`src/rtl/mpu_frame_sequencer_pkg.sv`:
```
// Shared types for the MPU frame sequencer: FSM states,
// response status codes, frame header defaults and frame helpers.
package mpu_frame_sequencer_pkg;

  typedef enum logic [2:0] {
    IDLE,
    GET_OP,
    GET_A,
    GET_B,
    GET_CK,
    ALU_RUN,
    TX_LOAD,
    TX_WAIT
  } state_e;

  localparam logic [7:0] ST_OK     = 8'h00;
  localparam logic [7:0] ST_CKSUM  = 8'h01;
  localparam logic [7:0] ST_ALU_TO = 8'h03;
  localparam logic [7:0] ST_BADOP  = 8'h04;

  localparam logic [7:0] SYNC_BYTE_DEF = 8'hAA;
  localparam logic [7:0] RESP_BYTE_DEF = 8'h55;

  // Checksum failure outranks an illegal opcode.
  function automatic logic [7:0] frame_status(
    input logic [7:0] op,
    input logic [7:0] a,
    input logic [7:0] b,
    input logic [7:0] ck
  );
    if (ck != (op ^ a ^ b))
      return ST_CKSUM;
    else if (op[7:4] != 4'h0)
      return ST_BADOP;
    else
      return ST_OK;
  endfunction

  function automatic logic [7:0] resp_byte(
    input logic [1:0]  idx,
    input logic [7:0]  hdr,
    input logic [7:0]  st,
    input logic [15:0] res
  );
    unique case (idx)
      2'd0: return hdr;
      2'd1: return st;
      2'd2: return res[15:8];
      2'd3: return res[7:0];
    endcase
  endfunction

endpackage

```
`src/rtl/frame_timeout_counter.sv`:
```
// Loadable down-counter with a one-cycle expiry pulse.
// Ports: clk, rst_n, load_i (reload to LOAD), en_i (count), expire_o.
module frame_timeout_counter #(
  parameter int WIDTH = 8,
  parameter int LOAD  = 255
) (
  input  logic clk,
  input  logic rst_n,
  input  logic load_i,
  input  logic en_i,
  output logic expire_o
);

  logic [WIDTH-1:0] cnt_q;

  always_ff @(posedge clk or negedge rst_n) begin
    if (!rst_n)
      cnt_q <= '0;
    else if (load_i)
      cnt_q <= WIDTH'(LOAD);
    else if (en_i && cnt_q != '0)
      cnt_q <= cnt_q - WIDTH'(1);
  end

  // Fires on the LOAD-th enabled cycle after a reload; a
  // reload in the same cycle suppresses it.
  assign expire_o = en_i && !load_i &&
                    (cnt_q == WIDTH'(1));

endmodule

```
`src/rtl/mpu_frame_sequencer.sv`:
```
// Framed command sequencer: UART rx frame -> ALU -> UART tx frame.
// Ports: clk/rst_n; rx_data/rx_complete/rx_error from UART rx;
// alu_op/alu_a/alu_b/alu_start to ALU, alu_result/alu_done back;
// txd/tx_en to UART tx, tx_complete back; busy; err_cnt.
module mpu_frame_sequencer
  import mpu_frame_sequencer_pkg::*;
#(
  parameter int         SYS_CLK       = 50000000,
  parameter int         BAUD_RATE     = 115200,
  parameter int         TIMEOUT_BYTES = 4,
  parameter int         ALU_WAIT_MAX  = 255,
  parameter logic [7:0] SYNC_BYTE     = SYNC_BYTE_DEF,
  parameter logic [7:0] RESP_BYTE     = RESP_BYTE_DEF
) (
  input  logic        clk,
  input  logic        rst_n,
  input  logic [7:0]  rx_data,
  input  logic        rx_complete,
  input  logic        rx_error,
  output logic [3:0]  alu_op,
  output logic [7:0]  alu_a,
  output logic [7:0]  alu_b,
  output logic        alu_start,
  input  logic [15:0] alu_result,
  input  logic        alu_done,
  output logic [7:0]  txd,
  output logic        tx_en,
  input  logic        tx_complete,
  output logic        busy,
  output logic [7:0]  err_cnt
);

  localparam int TO_CYCLES =
    (SYS_CLK / BAUD_RATE) * 10 * TIMEOUT_BYTES;
  localparam int TO_W = $clog2(TO_CYCLES + 1);
  localparam int WD_W = $clog2(ALU_WAIT_MAX + 1);

  state_e      state_q;
  logic [7:0]  op_q, a_q, b_q;
  logic [7:0]  status_q;
  logic [15:0] res_q;
  logic [1:0]  idx_q;
  logic [3:0]  alu_op_q;
  logic [7:0]  alu_a_q, alu_b_q;
  logic        alu_start_q;
  logic [7:0]  txd_q;
  logic        tx_en_q;
  logic        busy_q;
  logic [7:0]  err_cnt_q;

  logic       in_get;
  logic       byte_ok;
  logic       to_load, to_expire;
  logic       wd_load, wd_expire;
  logic [7:0] ck_status;
  logic [7:0] err_cnt_sat;

  // rx_error in the same cycle discards the byte.
  assign byte_ok = rx_complete && !rx_error;
  assign in_get  = (state_q == GET_OP) || (state_q == GET_A) ||
                   (state_q == GET_B)  || (state_q == GET_CK);

  assign to_load = in_get ? byte_ok :
                   (state_q == IDLE) && byte_ok &&
                   (rx_data == SYNC_BYTE);
  assign wd_load = (state_q == GET_CK) && byte_ok;

  assign ck_status   = frame_status(op_q, a_q, b_q, rx_data);
  assign err_cnt_sat = (err_cnt_q == 8'hFF) ? 8'hFF
                                            : err_cnt_q + 8'd1;

  frame_timeout_counter #(
    .WIDTH (TO_W),
    .LOAD  (TO_CYCLES)
  ) u_byte_to (
    .clk      (clk),
    .rst_n    (rst_n),
    .load_i   (to_load),
    .en_i     (in_get),
    .expire_o (to_expire)
  );

  frame_timeout_counter #(
    .WIDTH (WD_W),
    .LOAD  (ALU_WAIT_MAX)
  ) u_alu_wd (
    .clk      (clk),
    .rst_n    (rst_n),
    .load_i   (wd_load),
    .en_i     (state_q == ALU_RUN),
    .expire_o (wd_expire)
  );

  always_ff @(posedge clk or negedge rst_n) begin
    if (!rst_n) begin
      state_q     <= IDLE;
      op_q        <= '0;
      a_q         <= '0;
      b_q         <= '0;
      status_q    <= '0;
      res_q       <= '0;
      idx_q       <= '0;
      alu_op_q    <= '0;
      alu_a_q     <= '0;
      alu_b_q     <= '0;
      alu_start_q <= 1'b0;
      txd_q       <= '0;
      tx_en_q     <= 1'b0;
      busy_q      <= 1'b0;
      err_cnt_q   <= '0;
    end else begin
      alu_start_q <= 1'b0;
      tx_en_q     <= 1'b0;
      unique case (state_q)
        IDLE: begin
          if (byte_ok && rx_data == SYNC_BYTE) begin
            state_q <= GET_OP;
            busy_q  <= 1'b1;
          end
        end
        GET_OP, GET_A, GET_B, GET_CK: begin
          if (rx_error || to_expire) begin
            state_q   <= IDLE;
            busy_q    <= 1'b0;
            err_cnt_q <= err_cnt_sat;
          end else if (rx_complete) begin
            if (state_q == GET_OP) begin
              op_q    <= rx_data;
              state_q <= GET_A;
            end else if (state_q == GET_A) begin
              a_q     <= rx_data;
              state_q <= GET_B;
            end else if (state_q == GET_B) begin
              b_q     <= rx_data;
              state_q <= GET_CK;
            end else begin
              idx_q <= 2'd0;
              if (ck_status == ST_OK) begin
                state_q     <= ALU_RUN;
                alu_start_q <= 1'b1;
                alu_op_q    <= op_q[3:0];
                alu_a_q     <= a_q;
                alu_b_q     <= b_q;
              end else begin
                status_q <= ck_status;
                res_q    <= '0;
                state_q  <= TX_LOAD;
                tx_en_q  <= 1'b1;
                txd_q    <= RESP_BYTE;
              end
            end
          end
        end
        ALU_RUN: begin
          // A completion in the expiry cycle still counts.
          if (alu_done) begin
            status_q <= ST_OK;
            res_q    <= alu_result;
            state_q  <= TX_LOAD;
            tx_en_q  <= 1'b1;
            txd_q    <= RESP_BYTE;
          end else if (wd_expire) begin
            status_q <= ST_ALU_TO;
            res_q    <= '0;
            state_q  <= TX_LOAD;
            tx_en_q  <= 1'b1;
            txd_q    <= RESP_BYTE;
          end
        end
        TX_LOAD: begin
          state_q <= TX_WAIT;
        end
        TX_WAIT: begin
          if (tx_complete) begin
            if (idx_q == 2'd3) begin
              state_q <= IDLE;
              busy_q  <= 1'b0;
            end else begin
              idx_q   <= idx_q + 2'd1;
              state_q <= TX_LOAD;
              tx_en_q <= 1'b1;
              txd_q   <= resp_byte(idx_q + 2'd1,
                                   RESP_BYTE,
                                   status_q, res_q);
            end
          end
        end
        default: begin
          state_q <= IDLE;
          busy_q  <= 1'b0;
        end
      endcase
    end
  end

  assign alu_op    = alu_op_q;
  assign alu_a     = alu_a_q;
  assign alu_b     = alu_b_q;
  assign alu_start = alu_start_q;
  assign txd       = txd_q;
  assign tx_en     = tx_en_q;
  assign busy      = busy_q;
  assign err_cnt   = err_cnt_q;

endmodule

```
`config.mk`:
```
export PLATFORM = sky130hd
export DESIGN_NAME = mpu_frame_sequencer
export DESIGN_NICKNAME = d
export VERILOG_FILES = /design/src/rtl/mpu_frame_sequencer_pkg.sv /design/src/rtl/frame_timeout_counter.sv /design/src/rtl/mpu_frame_sequencer.sv
export SDC_FILE = /design/constraint.sdc
export NUM_CORES = 1
export LEC_CHECK = 0
export CAP_MARGIN = 5
export CORE_MARGIN = 1.5
export CORE_UTILIZATION = 40
export CTS_BUF_LIST = sky130_fd_sc_hd__clkbuf_4 sky130_fd_sc_hd__clkbuf_8
export DETAILED_ROUTE_END_ITERATION = 12
export PLACE_DENSITY = 0.72
export REMOVE_ABC_BUFFERS = 1
export SYNTH_ARGS = -nofsm -noshare
export SYNTH_HDL_FRONTEND = slang
export SYNTH_SLANG_ARGS = --single-unit
```
`constraint.sdc`:
```
create_clock -name clk -period 2.05 [get_ports clk]
set_clock_uncertainty 0.1 [all_clocks]
set_input_delay 0.205 -clock clk [delete_from_list [all_inputs] [get_ports clk]]
set_output_delay 0.205 -clock clk [all_outputs]
set_load 0.02 [all_outputs]
```
==> reports/metrics.yaml, run 1 <==
netlist_area_sq_um: 5360
grt_max_degree: 52
diodes: 0
yosysTopAreaCell: "dfrtp_1"
seq_power_share_pct: 38.0
post_dp_cell_area_sq_um: 6740
synth.most_common_cell: "dfrtp_1"
async_flop_share_pct: 100
synth_common_cells: "110 x dfrtp_1, 42 x mux2_2, 29 x nand2_1"
dr_total_vias: 4082
layout-drive-gt1-share_pct: 36.2
clockBufferDepth: 2
status: "finished, violations left"
synth_area_leaders: "dfrtp_1 51%, mux2_2 8.8%, xnor2_1 4.4%"
cts_made_buffers: 9
report.final.setup_viol: 25
clock_latency_ns: 0.37
drc: 0
powerDensity_nw_per_um2: 1200
p_sw_w: 0.00328
worstMarginPinSlew_ns: 0.665
syn_avg_cell_area_sq_um: 11.7
failed_checks: "negative setup slack"
grt_pass1_vias: 4287
finalCritPeriodShare_pct: 105
end_kind: "flop"
drtIter0Drc: 173
cts_max_level: 3
ys_seq_elements: 110
clockRootBuffer: "clkbuf_8"
floorplan.initialDensity_pct: 40.8
max_slew_margin_pct: 55.7
wire_per_inst_um: 16.0
holdCritPathClass: "in -> async"
netlist_instances: 459
rsz0062_at_grt: "yes"
synth_cell_types: 61
routed_wl_mm: 12.5
grtUsageTotal_pct: 18.5
p_comb_share_pct: 46.9
cts.sinks: 110
fin_area_sq_um: 7350
grt.overflow.total: 0
place.gp.congestion: 0.870
fin_nets: 643
clockPowerShare_pct: 15.1
clk_pin_slew_worst_paths_ns: 0.10
cp_max_fo: 4
die_y_um: 119
fp.dieW_um: 119
synth_flop_cell: "dfrtp_1"
viasPerCell: 5.21
yosys_warnings: 0
maxCapViolCount: 0
synth_edf_count: 0
setup_ws_ns: -0.0931
dieArea_sq_um: 14100
fp-row-count: 42
area_growth_pct: 37.1
pre_cts_ws_ns: -0.405
critPathKind: "reg -> reg"
cts_tree: "done"
slew_viol_final: 0
netSwitchingFraction_pct: 37.1
ir_drop_mv: 0.459
ios: 69
p_leak_nw: 3.26
worstPathArrival_ns: 2.30
final_antenna_net_count: 0
hold_viol_final: 0
grt_first_pass_wirelength_mm: 21.0
min_period_ns: 2.14
p_int_w: 0.00556
crit_required_ns: 2.21
r2r_slack_ns: -0.09
post-dp-hpwl_mm: 8.81
antenna_found_initial: 0
dr.pass1.iters: 4
yosysTopAreaCellShare_pct: 51.3
yosysSeqAreaShare_pct: 51.3
whs_ns: 0.249
critical_path.startpoint_type: "flop"
core_sq_um: 13100
io_buffers: 68
fmax_ghz: 0.467
==> state kept, by name (all words and copies together) (netlist names), 4 cells and up <==
| name | flops |
|---|---|
| alu_op | 4 |
| txd | 8 |
| err_cnt | 8 |
| res_q | 16 |
| u_byte_to.cnt_q | 15 |
| u_alu_wd.cnt_q | 8 |
| b_q | 8 |
| alu_a | 8 |
| op_q | 8 |
| alu_b | 8 |
| a_q | 8 |
==> final timing paths <==
path	start	endpoint	cells after the start
worst max-delay path	u_alu_wd.cnt_q[4]	state_q[1]	6
worst min-delay path	rst_n	alu_op[2]	2
worst max register to register	u_alu_wd.cnt_q[4]	state_q[1]	6
worst min register to register	status_q[1]	status_q[1]	1
max in group asynchronous	rst_n	state_q[2]	3
min in group clk	alu_result[7]	res_q[7]	2
==> power groups by stage <==
stage | clock network (W) | logic [W] | registers [W]
6_report | 0.00134 | 0.00415 | 0.00336
3_5_place_dp | 0 | 0.00371 | 0.00335
2_1_floorplan | 0 | 0.00211 | 0.00341
5_1_grt | 0.00146 | 0.00451 | 0.00345
3_3_place_gp | 0 | 0.00359 | 0.00331
4_1_cts | 0.00138 | 0.00389 | 0.00333
==> metrics by stage <==
| stage | power, W | util (%) | TNS (ns) | std cells |
|---|---|---|---|---|
| final | 0.00884 | 56.0 | -1.00 | 784 |
| after global routing | 0.00942 | 56.0 | -2.49 | 784 |
| after CTS | 0.00860 | 54.2 | -1.25 | 781 |
| after detailed placement | 0.00706 | 51.3 | -18.32 | 759 |
| after global placement | 0.00690 | 51.3 | -15.11 | 759 |
| after floorplan | 0.00552 | - | -5.53 | 443 |
==> metal layers <==
metal	up-vias	track usage (%)	part of all wire, %
li1	1948	-	-
met4	0	5.80	1.3
met2	70	32.3	52
met3	12	3.14	2.4
met1	2052	23.5	44
met5	-	0	0
==> cell type report <==
class / count / area, sq um
fillers: 1100 / 5780
multi-input cells: 322 / 2780
flip-flops and latches: 110 / 2760
repair buffers: 149 / 1350
clock inverters: 4 / 56.3
clock buffers: 12 / 146
well taps: 176 / 220
inverters: 11 / 41.3
==> critical path: stages (launching register included) <==
cell and delay (ns):
dfrtp_1 0.39, or4_4 0.56, nor4b_4 0.28, or3_1 0.19
o311a_4 0.23, mux2i_1 0.23, a21oi_1 0.06
==> cell families after synthesis <==
group | after synthesis | share of synthesized area (%)
DFF | 110 | 51.3
xor gates and xnor gates | 41 | 6.70
buffers and inverters | 27 | 2.64
adders and majority gates | 10 | 2.33
and+or+nand+nor | 141 | 15.0
muxes | 50 | 10.7
AOI/OAI and AO/OA | 80 | 11.3
==> what timing repair did <==
action	in CTS	in global routing
hold endpoints to repair	39	0
gates resized for setup	29	47
setup endpoints to repair	40	68
buffers inserted	6	4
hold buffers	1	0
pin swaps	16	20
==> cells in the final DEF, fill, tap and decap left out, types with 12 or more instances in the layout <==
cell / synthesis / layout
nand2_1: 29 / 27
nand3_1: 16 / 12
xor2_1: 14 / 12
clkdlybuf4s50_1: 0 / 67
xnor2_1: 27 / 22
nor2_1: 27 / 26
buf_4: 1 / 71
mux2_2: 42 / 42
dfrtp_1: 110 / 108
(Power assumes the default switching activity.)
==> run 2, diff against run 1 <==
Settings changed: CAP_MARGIN 5 to unset, CTS_CLUSTER_DIAMETER set to 200, SETUP_SLACK_MARGIN set to 0.15.
==> reports/metrics.yaml, run 2 (synthesized netlist as in run 1, its figures left out) <==
r2r_slack_ns: -0.13
layout_common_cells: "108 x dfrtp_1, 76 x buf_4, 67 x clkdlybuf4s50_1, 26 x mux2_2, 23 x nor2_1"
critPathCapture: "state_q[1]"
top_register: "res_q"
ios: 69
fin_nets: 662
min_period_ns: 2.18
multi_input_area_sq_um: 3050
crit_required_ns: 2.21
core_sq_um: 13100
grt_pass1_vias: 4417
largest_reg_flops: 16
finalCritPeriodShare_pct: 106
area_growth_pct: 45.8
viasPerCell: 5.25
io_buffers: 68
setup_ws_ns: -0.126
pre_cts_ws_ns: -0.405
dieArea_sq_um: 14100
wire_per_inst_um: 16.5
status: "finished, violations left"
slew_viol_final: 0
maxCapViolCount: 0
fill_cells: 1022
place.gp.congestion: 0.870
drc: 0
max_slew_margin_pct: 55.6
final_antenna_net_count: 0
end_kind: "flop"
grt_max_degree: 52
clockRootBuffer: "clkbuf_8"
dr_total_vias: 4216
final_common_cell: "dfrtp_1"
totalPowerFinal_w: 0.00944
layout-drive-gt1-share_pct: 43.1
hold_viol_final: 0
seqCellArea_sq_um: 2760
critPathMaxStageDelay_ns: 0.57
rr_worst_depth: 6
failed_checks: "negative setup slack"
routed_wl_mm: 13.3
critical_path.startpoint_type: "flop"
fmax_ghz: 0.460
r2r_end: "state_q[1]"
worstMarginPinSlew_ns: 0.663
antenna_found_initial: 0
powerDensity_nw_per_um2: 1210
floorplan.initialDensity_pct: 40.8
holdCritPathClass: "in -> async"
grt.overflow.total: 0
r2r_start: "u_alu_wd.cnt_q[4]"
whs_ns: 0.246
worstPathArrival_ns: 2.33
cp_max_fo: 4
clock_latency_ns: 0.37
grtUsageTotal_pct: 19.5
fp.dieW_um: 119
drtIter0Drc: 176
fp-row-count: 42
critPathKind: "reg -> reg"
cp_slowest_cell: "or4_4"
cts.sinks: 110
clockBufferDepth: 2
diodes: 0
die_y_um: 119
clk_pin_slew_worst_paths_ns: 0.10
report.final.setup_viol: 30
post-dp-hpwl_mm: 8.81
ir_drop_mv: 0.510
cts_tree: "done"
rsz0062_at_grt: "yes"
cts_made_buffers: 9
grt_first_pass_wirelength_mm: 22.0
cts_max_level: 3
p_leak_nw: 3.49
worstSetupStartpoint: "u_alu_wd.cnt_q[4]"
top_regs: "res_q: 16 flops, u_byte_to.cnt_q: 15 flops"
path_cells: "or4_4 > nor4b_4 > or3_4 > o311a_4 > mux2i_2 > a21oi_1"
dr.pass1.iters: 5
## run 2: per-layer routing
| metal | part of all wire, % | wire [um] | global-route usage (%) |
|---|---|---|---|
| met1 | 44 | 5780 | 24.6 |
| met2 | 52 | 6950 | 33.6 |
| met3 | 2.6 | 345 | 3.91 |
| met4 | 1.5 | 205 | 6.17 |
| met5 | 0 | 0 | 0 |
## run 2: how the worst min path moves through the flow
stage | depth (start not counted) | slack (ns) | endpoint | startpoint
after floorplan | 0 | -0.19 | a_q[0] | rst_n
after global placement | 1 | 0.12 | alu_op[2] | rst_n
after detailed placement | 1 | 0.13 | alu_op[2] | rst_n
after CTS | 2 | 0.25 | alu_op[2] | rst_n
after global routing | 2 | 0.28 | alu_op[2] | rst_n
final | 2 | 0.25 | alu_op[2] | rst_n
## run 2: critical path: cells and delay by family (launching register included)
kind	cells	cell delay, ns
DFF	1	0.40
AOI/OAI and AO/OA	2	0.28
and+or+nand+nor	3	1.05
muxes	1	0.23
## run 2: per-stage QoR
stage / instance area [sq um] / utilization (%) / TNS [ns] / instances
5_1_grt: 7820 / 59.5 / -4.70 / 803
6_report: 7820 / 59.5 / -1.92 / 803
3_3_place_gp: 6740 / 51.3 / -15.11 / 759
4_1_cts: 7500 / 57.1 / -1.14 / 790
2_1_floorplan: 5260 / - / -5.53 / 443
3_5_place_dp: 6740 / 51.3 / -18.32 / 759
## run 2: area by class of cell
type	instances	area share [%]
Multi-Input combinational cell	322	39.0
Sequential cell	110	35.2
Timing Repair Buffer	168	19.9
Tap cell	176	2.82
Clock buffer	12	1.87
Clock inverter	4	0.720
Inverter	11	0.528
## run 2: power breakdown
part	internal, W	switching [W]	leakage, nW	total [W]
sequential	0.00278	0.000607	1.38	0.00338
clock	0.000616	0.000727	0.0990	0.00134
combinational	0.00249	0.00222	2.01	0.00471
## run 2: timing repair
item	in CTS	in global routing
gates cloned	0	0
hold buffers	1	0
endpoints found under the hold margin	39	0
resized for setup	103	53
endpoints found under the setup margin	81	85
buffers inserted	14	13
pin swaps	36	32
==> run 3, diff against run 2 <==
Settings changed: PLACE_DENSITY 0.72 to 0.7.
Clock period 2.05 ns to 2.15 ns, I/O delays scaled along.
==> reports/metrics.yaml, run 3 (synthesized netlist as in run 1, its figures left out) <==
status: "finished, violations left"
failed_checks: "negative setup slack"
p_comb_share_pct: 47.5
holdCritPathClass: "in -> async"
fp.dieW_um: 119
largest_reg_flops: 16
layout_common_cells: "104 x dfrtp_1, 70 x buf_4, 67 x clkdlybuf4s50_1, 25 x mux2_2, 24 x nand2_1"
clock_latency_ns: 0.39
routed_wl_mm: 12.9
area_growth_pct: 42.4
grt_pass1_vias: 4229
cts_max_level: 3
grt.overflow.total: 0
cp_max_fo: 5
finalCritPeriodShare_pct: 101
dp.cells: 742
instances_no_fill: 791
die_y_um: 119
powerDensity_nw_per_um2: 1150
place.gp.congestion: 0.837
fill_cells: 1028
dr.pass1.iters: 4
p_sw_w: 0.00325
io_buffers: 68
worstMarginPinSlew_ns: 0.589
seqCellArea_sq_um: 2760
critical_path.startpoint_type: "flop"
multi_input_area_sq_um: 2920
antenna_found_initial: 0
p_leak_nw: 3.43
r2r_slack_ns: -0.01
drc: 0
maxCapViolCount: 0
cts_tree: "done"
cts_made_buffers: 9
cts.sinks: 110
fmax_ghz: 0.462
grtUsageTotal_pct: 18.3
post-dp-hpwl_mm: 8.43
fp-row-count: 42
grt_first_pass_wirelength_mm: 20.6
finalSetupTns_ns: -0.0138
wire_per_inst_um: 16.3
clockPowerShare_pct: 16.0
seq_power_share_pct: 36.5
fin_nets: 650
ir_drop_mv: 0.416
grt_max_degree: 54
end_kind: "flop"
final_common_cell: "dfrtp_1"
diodes: 0
core_sq_um: 13100
netSwitchingFraction_pct: 36.9
setup_ws_ns: -0.0138
whs_ns: 0.268
final_antenna_net_count: 0
p_int_w: 0.00556
clk_pin_slew_worst_paths_ns: 0.11
floorplan.initialDensity_pct: 40.8
viasPerCell: 5.20
layout-drive-gt1-share_pct: 39.8
dr_total_vias: 4117
hold_viol_final: 0
slew_viol_final: 0
crit_required_ns: 2.34
top_register: "res_q"
dieArea_sq_um: 14100
top_regs: "res_q: 16 flops, u_byte_to.cnt_q: 15 flops"
rsz0062_at_grt: "yes"
max_slew_margin_pct: 60.7
min_period_ns: 2.16
worstPathArrival_ns: 2.35
drtIter0Drc: 228
report.final.setup_viol: 1
ios: 69
critPathKind: "reg -> reg"
final_util_pct: 58.1
clockBufferDepth: 2
clockRootBuffer: "clkbuf_8"
run 3: stage by stage:
step                      total power (W)  setup slack [ns]  instance area, sq um
after detailed placement          0.00656            -0.222                  6610
after CTS                         0.00831           -0.0381                  7260
final                             0.00880           -0.0138                  7640
after global placement            0.00645            -0.156                  6610
after global routing              0.00932           -0.0838                  7640
after floorplan                   0.00526            -0.204                  5260
run 3: power by group through the flow:
stage | sequential (W) | combinational (W) | clock, W
floorplan | 0.00325 | 0.00202 | 0
global placement | 0.00317 | 0.00328 | 0
detailed placement | 0.00321 | 0.00335 | 0
CTS | 0.00319 | 0.00370 | 0.00143
global route | 0.00329 | 0.00453 | 0.00150
finish | 0.00321 | 0.00418 | 0.00141
run 3: worst paths after layout:
path / from / cells after the start / endpoint
setup / recovery: u_byte_to.cnt_q[0] / 8 / state_q[0]
setup reg to reg: u_byte_to.cnt_q[0] / 8 / state_q[0]
hold reg to reg: status_q[1] / 1 / status_q[1]
max in group asynchronous: rst_n / 3 / u_byte_to.cnt_q[13]
min in group clk: alu_result[11] / 2 / res_q[11]
hold / removal: rst_n / 2 / alu_b[0]
run 3: cell type report:
| class | instances | share of cell area [%] |
|---|---|---|
| inverters | 11 | 0.541 |
| clock buffers | 11 | 1.82 |
| clock inverters | 5 | 1.08 |
| flip-flops and latches | 110 | 36.1 |
| well taps | 176 | 2.88 |
| repair buffers | 156 | 19.3 |
| multi-input cells | 322 | 38.2 |
run 3: metal layers:
layer / routed length [um] / vias to the layer above / part of all wire (%) / global-route usage, %
li1: - / 1966 / - / -
met1: 5880 / 2070 / 46 / 23.7
met2: 6470 / 67 / 50 / 30.6
met4: 172 / 0 / 1.3 / 5.95
met5: 0 / - / 0 / 0
met3: 376 / 14 / 2.9 / 4.01
run 3: timing repair:
action | in CTS | in global routing
endpoints found under the setup margin | 48 | 80
hold endpoints to repair | 43 | 0
hold buffers | 1 | 0
buffers inserted | 14 | 15
resized for setup | 71 | 62
pin swaps | 26 | 26
gates cloned | 2 | 1
run 3: critical path, cell delays in order (launching register included):
cell and delay (ns):
dfrtp_1 0.40, ha_2 0.18, nor3b_4 0.15, a41oi_2 0.32, buf_4 0.21, inv_2 0.05, o311a_4 0.33, a21o_1 0.18
and3_4 0.16
